## src/rtl/fifo_rd_stream_if.sv

```systemverilog
// Read-side stream bundle of the async FIFO.
// The master drives valid/data; the slave drives ready.
interface fifo_rd_stream_if #(
  parameter int DATASIZE = 8
);
  logic                m_valid;
  logic                m_ready;
  logic [DATASIZE-1:0] m_data;

  modport master (
    output m_valid,
    output m_data,
    input  m_ready
  );

  modport slave (
    input  m_valid,
    input  m_data,
    output m_ready
  );
endinterface

```

## src/rtl/fifo_rd_stream.sv

```systemverilog
// Async FIFO read controller: read pointer, empty flag and
// a 2-entry buffer that hides the one-cycle memory latency.
module fifo_rd_stream #(
  parameter int DATASIZE = 8,
  parameter int ADDRSIZE = 4
) (
  input  logic                rclk,
  input  logic                rrst_n,
  input  logic [ADDRSIZE:0]   rq2_wptr,
  output logic [ADDRSIZE:0]   rptr,
  output logic                rempty,
  output logic                rclken,
  output logic [ADDRSIZE-1:0] raddr,
  input  logic [DATASIZE-1:0] mem_rdata,
  fifo_rd_stream_if.master    m
);

  logic [ADDRSIZE:0]   rbin;
  logic [ADDRSIZE:0]   rbinnext;
  logic [ADDRSIZE:0]   rgraynext;
  logic [1:0]          occ;
  logic [1:0]          occ_n;
  logic [2:0]          occ_sum;
  logic                infl;
  logic                pop;
  logic [DATASIZE-1:0] head;
  logic [DATASIZE-1:0] head_n;
  logic [DATASIZE-1:0] tail;
  logic [DATASIZE-1:0] tail_n;

  assign m.m_valid = (occ != 2'd0);
  assign m.m_data  = head;
  assign pop       = m.m_valid && m.m_ready;

  // occ + infl - pop never underflows: pop needs occ >= 1
  assign occ_sum = {1'b0, occ}
                 + {2'b00, infl}
                 - {2'b00, pop};
  assign occ_n   = occ_sum[1:0];

  assign rclken    = !rempty && (occ_sum < 3'd2);
  assign raddr     = rbin[ADDRSIZE-1:0];
  assign rbinnext  = rbin + {{ADDRSIZE{1'b0}}, rclken};
  assign rgraynext = (rbinnext >> 1) ^ rbinnext;

  always_ff @(posedge rclk or negedge rrst_n) begin
    if (!rrst_n) begin
      rbin   <= '0;
      rptr   <= '0;
      rempty <= 1'b1;
    end else begin
      rbin   <= rbinnext;
      rptr   <= rgraynext;
      rempty <= (rgraynext == rq2_wptr);
    end
  end

  always_ff @(posedge rclk or negedge rrst_n) begin
    if (!rrst_n) begin
      infl <= 1'b0;
      occ  <= 2'd0;
    end else begin
      infl <= rclken;
      occ  <= occ_n;
    end
  end

  // Capture lands in the slot that is the tail after any pop
  always_comb begin
    head_n = head;
    tail_n = tail;
    unique case (1'b1)
      (occ == 2'd0): begin
        if (infl) head_n = mem_rdata;
      end
      (occ == 2'd1): begin
        if (infl && pop) head_n = mem_rdata;
        if (infl && !pop) tail_n = mem_rdata;
      end
      default: begin
        if (pop) head_n = tail;
        if (pop && infl) tail_n = mem_rdata;
      end
    endcase
  end

  always_ff @(posedge rclk or negedge rrst_n) begin
    if (!rrst_n) begin
      head <= '0;
      tail <= '0;
    end else begin
      head <= head_n;
      tail <= tail_n;
    end
  end

endmodule

```

## src/flat_wrapper.sv

```systemverilog
// flat-port wrapper written by rule: the top's interface ports become plain ports
module fifo_rd_stream_flat 
#(
  parameter int DATASIZE = 8,
  parameter int ADDRSIZE = 4
)
  (rclk, rrst_n, rq2_wptr, rptr, rempty, rclken, raddr, mem_rdata, m_m_valid, m_m_data, m_m_ready);
  fifo_rd_stream_if #(.DATASIZE(DATASIZE)) m_i ();
  input  logic rclk;
  input  logic rrst_n;
  input  logic [ADDRSIZE:0] rq2_wptr;
  output logic [ADDRSIZE:0] rptr;
  output logic rempty;
  output logic rclken;
  output logic [ADDRSIZE-1:0] raddr;
  input  logic [DATASIZE-1:0] mem_rdata;
  output wire logic [$bits(m_i.m_valid)-1:0] m_m_valid;
  output wire logic [$bits(m_i.m_data)-1:0] m_m_data;
  input wire logic [$bits(m_i.m_ready)-1:0] m_m_ready;
  assign m_m_valid = m_i.m_valid;
  assign m_m_data = m_i.m_data;
  assign m_i.m_ready = m_m_ready;
  fifo_rd_stream #(.DATASIZE(DATASIZE), .ADDRSIZE(ADDRSIZE)) u_core (.rclk(rclk), .rrst_n(rrst_n), .rq2_wptr(rq2_wptr), .rptr(rptr), .rempty(rempty), .rclken(rclken), .raddr(raddr), .mem_rdata(mem_rdata), .m(m_i));
endmodule
```

## config.mk

```make
export PLATFORM = sky130hd
export DESIGN_NAME = fifo_rd_stream_flat
export DESIGN_NICKNAME = d
export VERILOG_FILES = /design/src/rtl/fifo_rd_stream_if.sv /design/src/rtl/fifo_rd_stream.sv /design/src/flat_wrapper.sv
export SDC_FILE = /design/constraint.sdc
export NUM_CORES = 1
export LEC_CHECK = 0
export BUFFER_PORTS_ARGS = -buffer_cell sky130_fd_sc_hd__buf_2
export CAP_MARGIN = 0
export CORE_AREA = 2 2 54 56
export CTS_CLUSTER_SIZE = 14
export DETAILED_ROUTE_END_ITERATION = 6
export DIE_AREA = 0 0 56 58
export PLACE_DENSITY = 0.82
export RECOVER_POWER = 25
export SLEW_MARGIN = 40
export SYNTH_ARGS = -nofsm -noshare
export SYNTH_HDL_FRONTEND = slang
export SYNTH_SLANG_ARGS = --single-unit
```

## constraint.sdc

```tcl
create_clock -name rclk -period 3.3 [get_ports rclk]
set_input_delay 0.495 -clock rclk [delete_from_list [all_inputs] [get_ports rclk]]
set_output_delay 0.495 -clock rclk [all_outputs]
set_load 0.02 [all_outputs]
```

* After elaboration in Yosys (flattened, before gate mapping)
Index checks and enable logic that the tools add are counted.
Storage, ports and cells: word-level logic and storage cells 36, output and inout bits 20, input port bits 16, bits in registers 30
Operators by class: add/subtract/negate cells 3, $lt $le $gt $ge 1, mux-type cells 6, bitwise operators 2, reductions and logical operators 12, equal/unequal tests 5
Operators with widths (number):
- 8-bit 2-to-1 mux | 4
- 8-bit case mux with 2 select lines | 2
- 3-bit AND reduction | 2
- 5-bit by 1-bit adder with 5-bit output | 1
- 5-bit equality test | 1
- 4-bit by 5-bit XOR with 5-bit output | 1
- 1-bit logical AND | 4
- 2-bit != test, second input constant | 2
- 2-bit nonzero test | 2
- 2-bit by 1-bit adder with 3-bit output | 1
- 3-bit by 2-bit less-than comparator with 1-bit output, second input constant | 1
- 3-bit nonzero test | 1
- 3-bit by 1-bit subtractor with 3-bit output | 1
- 2-bit by 1-bit equality test with 1-bit output, second input constant | 1
- 1-bit logical NOT | 2
- 2-bit logical NOT | 1
- 2-bit by 1-bit != test with 1-bit output, second input constant | 1
- 1-bit inverter | 1

* Logic depth before layout (Yosys ltp)
Gate-level depths: netlist of the first run.
depth after elaboration 8, gate-level depth with buffers 13, gate-level depth less buffers 13

* Least setup slack after synthesis of the first run
Ideal clock, no wire load.
kind input-to-reg, start point in m_m_ready, end point reg u_core.rempty, stages on the path 13, data required time 3212 ps, buffers on the path 0, setup time 88 ps, path slack -280 ps, data arrival time 3492 ps, cells stage by stage nand2b_1 > o21ai_1 > ha_1 > inv_1 > fa_1 > inv_1 > nor3_1 > ha_1 > ha_1 > nand3_1 > xnor2_2 > or3b_1 > a221oi_2
Between the ends: cells in the longest elaborated chain, start to end 7
Ends and longest elaborated chain:
- start: declaration | line flat_wrapper.sv:19 | input wire logic [$bits(m_i.m_ready)-1:0] m_m_ready;
- 1-bit logical AND | line fifo_rd_stream.sv:33 | assign pop = m.m_valid && m.m_ready;
- 3-bit by 1-bit subtractor with 3-bit output | line fifo_rd_stream.sv:38 | - {2'b00, pop};
- net u_core.occ_sum[1] | line fifo_rd_stream.sv:23 | logic [2:0] occ_sum;
- 3-bit by 2-bit less-than comparator with 1-bit output | line fifo_rd_stream.sv:41 | assign rclken = !rempty && (occ_sum < 3'd2);
- 1-bit logical AND | line fifo_rd_stream.sv:41
- net rclken | line flat_wrapper.sv:14 | output logic rclken;
- 5-bit by 1-bit adder with 5-bit output | line fifo_rd_stream.sv:43 | assign rbinnext = rbin + {{ADDRSIZE{1'b0}}, rclken};
- net u_core.rbinnext[4] | line fifo_rd_stream.sv:19 | logic [ADDRSIZE:0] rbinnext;
- 4-bit by 5-bit XOR with 5-bit output | line fifo_rd_stream.sv:44 | assign rgraynext = (rbinnext >> 1) ^ rbinnext;
- 5-bit equality test | line fifo_rd_stream.sv:54 | rempty <= (rgraynext == rq2_wptr);
- end signal: assignment | line fifo_rd_stream.sv:54
- end: declaration | line fifo_rd_stream.sv:11 | output logic rempty,
The timed path passes the listed nets, and every way through them passes these cells. A chain may end at the register's enable or synchronous reset.

* Final worst setup path of the first run
start point reg u_core.occ[1], end point reg u_core.rempty
Between the ends: cells in the longest elaborated chain, start to end 8, elaborated cells on any way between the ends 9, classes of those cells add/sub (3); order compare (1); eq/ne (1); bitwise (1); reduce/logical (3)
Ends and longest elaborated chain:
- start: declaration | line fifo_rd_stream.sv:21 | logic [1:0] occ;
- start signal: assignment | line fifo_rd_stream.sv:64 | occ <= occ_n;
- branches (longest 2 deep; another with 2-bit by 1-bit adder with 3-bit output)
- 3-bit by 1-bit subtractor with 3-bit output * | line fifo_rd_stream.sv:38
- net u_core.occ_sum[1] | line fifo_rd_stream.sv:23
- 3-bit by 2-bit less-than comparator with 1-bit output * | line fifo_rd_stream.sv:41
- 1-bit logical AND * | line fifo_rd_stream.sv:41
- 5-bit by 1-bit adder with 5-bit output * | line fifo_rd_stream.sv:43
- net u_core.rbinnext[4] | line fifo_rd_stream.sv:19
- 4-bit by 5-bit XOR with 5-bit output * | line fifo_rd_stream.sv:44
- 5-bit equality test * | line fifo_rd_stream.sv:54
Mark *: on every way through the listed nets, which the timed path passes.

==> flow_metrics.env, run 1 <==
export IMPL_cts_max_level=2
export IMPL_worstPathArrival_ns=3.28
export IMPL_cp_startpoint="u_core.occ[1]"
export IMPL_comb_power_share=0.557
export IMPL_crit_cells=13
export IMPL_routed_wl_um=2450
export IMPL_vias_per_cell=5.09
export IMPL_required_ns=3.54
export IMPL_synth_most_common_cell="dfrtp_1"
export IMPL_async_flop_share=1.00
export IMPL_synth_area_leader_cell="dfrtp_1"
export IMPL_timing_fmax_ghz=0.329
export IMPL_grtUsageTotal=0.170
export IMPL_netlist_area_mm2=0.00132
export IMPL_root_buffer="clkbuf_4"
export IMPL_cpMaxStageDelayCell="fa_1"
export IMPL_grt_max_degree=30
export IMPL_min_period_ns=3.04
export IMPL_drv_cap=1
export IMPL_hold_class="in2reg"
export IMPL_startpoint_type="flop"
export IMPL_ant_nets=0
export IMPL_worst_slack_ns=0.259
export IMPL_synth_cell_type_count=25
export IMPL_critPathMaxFanout=3
export IMPL_drive_gt1_frac=0.340
export IMPL_vias=921
export IMPL_core_area_mm2=0.00266
export IMPL_synth_common_cells="dfrtp_1, nor2_1, a21oi_1, mux2_1, mux2i_1"
export IMPL_reg2reg_depth=13
export IMPL_yosys_warnings=0
export IMPL_worst_pin_slew_ns=1.51
export IMPL_worstReg2RegEnd="u_core.rempty"
export IMPL_skew_ns=0.00768
export IMPL_drtIter0Drc=11
export IMPL_pwr_share_clk=0.102
export IMPL_cts_buffers=5
export IMPL_setup_violations_final=0
export IMPL_grt_overflow_total=0
export IMPL_outcome="complete, but fails checks"
export IMPL_syn_nets=126
export IMPL_crit_chain="nand2_1 -> o21ai_1 -> ha_1 -> inv_1 -> fa_1 -> inv_1 -> nor3_4 -> ha_1 -> ha_2 -> nand3_1 -> xnor2_2 -> or3b_1 -> a221oi_2"
export IMPL_start_util=0.496
export IMPL_cp_num_buf_inv=2
export IMPL_n_antenna_cell=0
export IMPL_synth_top_cells_by_area="dfrtp_1, mux2_1, mux2i_1"
export IMPL_syn_area_per_cell_um2=12.5
export IMPL_cts_tree="yes"
export IMPL_drt_pass1_iter_count=4
export IMPL_place_hpwl_um=1820
export IMPL_critPathTopFamily="adder cells"
export IMPL_cts_setup_buffers=0
export IMPL_ir_drop_mv=0.756
export IMPL_nNetsFinal=169
export IMPL_drc=0
export IMPL_cts_sinks=29
export IMPL_grt_pass1_vias=929
export IMPL_io_buffers=35
export IMPL_die_w_um=56
export IMPL_ys_seq_area_frac=0.550
export IMPL_routabilityCongestion=0.753
export IMPL_synth_seq_cells=29
export IMPL_die_h_um=58
export IMPL_maxSlewHeadroom=-0.00399
export IMPL_antenna_found_initial=0
export IMPL_max_clock_path_buffers=2
export IMPL_pre_cts_ws_ns=-0.0739
export IMPL_switchingPower_uw=853
export IMPL_violations="max-capacitance violations, max-slew violations"
export IMPL_synth_top_flop_cell="dfrtp_1"
export IMPL_endpoint_kind="flop"
export IMPL_p_int_uw=1090
export IMPL_rrSetupSlack_ns=0.26
export IMPL_seqPwrFrac=0.341
export IMPL_clock_latency_ns=0.32
export IMPL_clkTransAtPathRegs_ns=0.09
export IMPL_areaGrowthSynthToFinish_pct=22.0
export IMPL_min_period_over_period=0.921
export IMPL_swShare=0.438
export IMPL_syn_inst=106
export IMPL_slew_viol_final=29
export IMPL_grt_pass1_wl_um=4080
export IMPL_io_pins=36
export IMPL_r2r_start="u_core.occ[1]"
export IMPL_die_area_mm2=0.00325
export IMPL_wl_per_cell_um=13.5
export IMPL_rsz0062_at_grt="false"
export IMPL_total_power_uw=1950
export IMPL_rows=19
export IMPL_critPathKind="reg2reg"
export IMPL_yosysTopAreaCellShare=0.530
export IMPL_worst_path_largest_cell_delay_ns=0.48
export IMPL_hold_viol=0
export IMPL_synth_edf_count=0
export IMPL_p_leak_uw=0.000789
export IMPL_p_per_area_mw_per_mm2=1210
export IMPL_endpoint="u_core.rempty"
[stage by stage]
| step | instance area [µm²] | TNS [ns] | hold WS (ns) | util | cells |
|---|---|---|---|---|---|
| after floorplan | 1330 | 0 | 0.199 | - | 106 |
| after global placement | 1560 | 0 | 0.473 | 0.586 | 173 |
| after detailed placement | 1560 | -0.0739 | 0.485 | 0.586 | 173 |
| after CTS | 1610 | 0 | 0.192 | 0.605 | 181 |
| after global routing | 1610 | 0 | 0.376 | 0.605 | 181 |
| final | 1610 | 0 | 0.393 | 0.605 | 181 |
[power groups by stage]
| stage | Clock (µW) | Combinational (µW) | Sequential, µW |
|---|---|---|---|
| 4_1_cts | 207 | 1090 | 666 |
| 5_1_grt | 219 | 1200 | 683 |
| 2_1_floorplan | 0 | 650 | 797 |
| 6_report | 199 | 1090 | 663 |
| 3_3_place_gp | 0 | 1040 | 658 |
| 3_5_place_dp | 0 | 1090 | 672 |
[layer usage]
layer | up-vias | share of wire | global-route usage
met1 | 437 | 0.41 | 0.197
met2 | 33 | 0.49 | 0.282
met4 | 0 | 0.020 | 0.0850
met5 | - | 0 | 0
met3 | 6 | 0.071 | 0.0625
li1 | 445 | - | -
[flip-flops by register name, indices dropped and copies added, names as in the netlist]
register         cells
u_core.occ           2
u_core.rempty        1
u_core.rbin          5
u_core.m.m_data      8
u_core.rptr          4
u_core.infl          1
u_core.tail          8
[placed cells by master, fill, tap and decap left out, drive strengths merged]
cell	synthesis	routed
o21ai	2	2
a221oi	1	1
xnor2	7	7
or3b	1	1
inv	6	6
or3	1	1
nand3	3	3
mux2	8	8
nand2b	1	1
nor2	10	10
buf	2	37
xor2	6	6
clkbuf	0	7
nand2	4	4
a21oi	9	9
xor3	1	1
clkinv	0	2
nand3b	1	1
fa	1	1
ha	3	3
nor3	1	1
dfstp	1	1
or2	1	1
mux2i	8	8
dfrtp	28	28
[kinds of logic (layout without fill, tap and decap cells)]
kind of cell	Yosys count	in the layout	synth area share
AOI/OAI and AO/OA	12	12	0.0559
xor gates and xnor gates	14	14	0.116
buffers and inverters	8	52	0.0246
and+or+nand+nor	23	23	0.0814
adders and majority gates	4	4	0.0436
DFF	29	29	0.550
muxes	16	16	0.129
[worst min path at each step]
stage,startpoint,to,slack [ns],depth (start not counted)
final,mem_rdata[3],u_core.tail[3],0.39,2
after global routing,mem_rdata[3],u_core.tail[3],0.38,2
after CTS,rrst_n,u_core.m.m_data[0],0.19,1
after detailed placement,u_core.tail[4],u_core.tail[4],0.48,1
after global placement,u_core.tail[6],u_core.tail[6],0.47,1
after floorplan,rrst_n,u_core.infl,0.20,0
[area by class of cell]
class                   count  area, µm²
fillers                   233       1050
flip-flops and latches     29        727
multi-input cells          69        576
repair buffers             38        196
clock buffers               6       41.3
well taps                  31       38.8
inverters                   6       22.5
clock inverters             2       10.0
[repair_timing]
action | CTS | global route
hold buffers | 0 | 0
endpoints found under the setup margin | 0 | 1
resized for setup | 0 | 1
No activity file was read; power rests on OpenSTA's default activity.
==> run 2: changes to the inputs <==
--- a/config.mk
+++ b/config.mk
@@ -8,9 +8,9 @@
 export BUFFER_PORTS_ARGS = -buffer_cell sky130_fd_sc_hd__buf_2
 export CAP_MARGIN = 0
-export CORE_AREA = 2 2 54 56
+export CORE_AREA = 2 2 53 55
 export CTS_CLUSTER_SIZE = 14
 export DETAILED_ROUTE_END_ITERATION = 6
-export DIE_AREA = 0 0 56 58
-export PLACE_DENSITY = 0.82
+export DIE_AREA = 0 0 55 57
+export PLACE_DENSITY = 0.85
 export RECOVER_POWER = 25
 export SLEW_MARGIN = 40
==> constraint.sdc (replaced) <==
create_clock -name rclk -period 3.6 [get_ports rclk]
set_input_delay 0.54 -clock rclk [delete_from_list [all_inputs] [get_ports rclk]]
set_output_delay 0.54 -clock rclk [all_outputs]
set_load 0.05 [all_outputs]
==> run 2 against run 1 <==
Effect of this change:
- the run still ends with max-capacitance violations, max-slew violations left
- routed wire length is 1.0% lower
- final cell count decreased by 1.1%
- via count increased by 0.65%
- largest cell class unchanged
- register-to-register slack better by 0.16 ns
==> flow_metrics.env, run 2 (synthesis results as in run 1) <==
export IMPL_worstPathArrival_ns=3.42
export IMPL_cts_tree="yes"
export IMPL_clock_latency_ns=0.32
export IMPL_top_layer="met4"
export IMPL_io_buffers=35
export IMPL_wl_met2_um=1190
export IMPL_drv_cap=1
export IMPL_ant_nets=0
export IMPL_critPathTopFamily="adder cells"
export IMPL_skew_ns=0.0122
export IMPL_min_period_over_period=0.884
export IMPL_critPathKind="reg2reg"
export IMPL_cpMaxStageDelayCell="fa_1"
export IMPL_die_h_um=57
export IMPL_grt_pass1_wl_um=3970
export IMPL_drive_gt1_frac=0.324
export IMPL_drt_pass1_iter_count=4
export IMPL_antenna_found_initial=0
export IMPL_clkTransAtPathRegs_ns=0.10
export IMPL_routed_wl_um=2420
export IMPL_tns_ns=0
export IMPL_drtIter0Drc=9
export IMPL_startpoint_type="flop"
export IMPL_setup_violations_final=0
export IMPL_holdPathEnd="u_core.tail[2]"
export IMPL_hold_path_depth=2
export IMPL_worstHoldStart="mem_rdata[2]"
export IMPL_cp_num_buf_inv=2
export IMPL_vias_per_cell=5.18
export IMPL_wl_met1_um=981
export IMPL_start_util=0.505
export IMPL_min_period_ns=3.18
export IMPL_final_cell_mix="buf_2, dfrtp_1, nor2_1"
export IMPL_met3WireLength_um=189
export IMPL_postCtsHoldBufs=0
export IMPL_vias=927
export IMPL_cts_sinks=29
export IMPL_nNetsFinal=167
export IMPL_outcome="complete, but fails checks"
export IMPL_cts_resized=0
export IMPL_core_area_mm2=0.00262
export IMPL_worst_pin_slew_ns=1.51
export IMPL_worst_slack_ns=0.417
export IMPL_r2r_start="u_core.occ[1]"
export IMPL_root_buffer="clkbuf_4"
export IMPL_rrSetupSlack_ns=0.42
export IMPL_reg2reg_depth=13
export IMPL_grt_overflow_total=0
export IMPL_endpoint_kind="flop"
export IMPL_hold_viol=0
export IMPL_die_w_um=55
export IMPL_max_clock_path_buffers=2
export IMPL_die_area_mm2=0.00314
export IMPL_cts_setup_buffers=0
export IMPL_grt_max_degree=30
export IMPL_areaGrowthSynthToFinish_pct=20.6
export IMPL_violations="max-capacitance violations, max-slew violations"
export IMPL_required_ns=3.84
export IMPL_wl_per_cell_um=13.5
export IMPL_worst_path_largest_cell_delay_ns=0.47
export IMPL_n_antenna_cell=0
export IMPL_io_pins=36
export IMPL_grt_pass1_vias=971
export IMPL_critPathMaxFanout=4
export IMPL_maxSlewHeadroom=-0.00659
export IMPL_rows=19
export IMPL_drc=0
export IMPL_pre_cts_ws_ns=0.0951
export IMPL_crit_chain="nand2_1 -> o21ai_1 -> ha_1 -> inv_1 -> fa_1 -> inv_1 -> nor3_4 -> ha_1 -> ha_1 -> nand3_1 -> xnor2_2 -> or3b_1 -> a221oi_2"
export IMPL_fillers=223
export IMPL_grtUsageTotal=0.182
export IMPL_path_common_cell="ha_1"
export IMPL_timing_fmax_ghz=0.314
export IMPL_cts_max_level=2
export IMPL_routabilityCongestion=0.706
export IMPL_hold_class="in2reg"
export IMPL_final_common_cell="buf_2"
export IMPL_slew_viol_final=30
export IMPL_rsz0062_at_grt="false"
export IMPL_cts_buffers=5
export IMPL_worstReg2RegEnd="u_core.rempty"
==> run 2: cell types whose count changed in the layout (fill, tap and decap cells not counted) <==
cell	before	now
buf_4	3	1
ha_1	2	3
ha_2	1	0
==> run 2: how the worst max path moves through the flow <==
stage,start,end,slack (ns),cells past startpoint
3_5_place_dp,m_m_ready,u_core.rempty,0.1,14
5_1_grt,u_core.occ[1],u_core.rempty,0.19,13
6_report,u_core.occ[1],u_core.rempty,0.42,13
2_1_floorplan,m_m_ready,u_core.rempty,0.06,13
3_3_place_gp,m_m_ready,u_core.rempty,0.27,14
4_1_cts,u_core.occ[1],u_core.rempty,0.40,13
==> run 2: worst register-to-register path: stages, from the launching register on <==
cell and delay (ns):
dfrtp_1 0.36, nand2_1 0.09, o21ai_1 0.15, ha_1 0.17, inv_1 0.05, fa_1 0.47, inv_1 0.08, nor3_4 0.19
ha_1 0.22, ha_1 0.27, nand3_1 0.15, xnor2_2 0.24, or3b_1 0.40, a221oi_2 0.27
==> run 2: final cells by class <==
cell class / instances / area (µm²) / share of cell area
well taps: 31 / 38.8 / 0.0243
clock inverters: 2 / 10.0 / 0.00628
flip-flops and latches: 29 / 727 / 0.456
multi-input cells: 69 / 573 / 0.359
clock buffers: 6 / 41.3 / 0.0259
inverters: 6 / 22.5 / 0.0141
repair buffers: 36 / 181 / 0.114
==> run 2: through the flow <==
stage | hold WS [ns] | std cells | cell area [µm²] | utilization
floorplan | 0.244 | 106 | 1330 | -
global placement | 0.473 | 171 | 1540 | 0.590
detailed placement | 0.486 | 171 | 1540 | 0.590
CTS | 0.219 | 179 | 1600 | 0.610
global route | 0.428 | 179 | 1590 | 0.610
finish | 0.440 | 179 | 1590 | 0.610
==> run 2: per-layer routing <==
metal	up-vias	track usage
met4	0	0.0976
met1	443	0.210
met3	7	0.0890
met5	-	0
met2	36	0.274
li1	441	-
Power of run 2 is not shown: default switching activity piles up to over one toggle a cycle in this logic, so the estimate is an artifact.
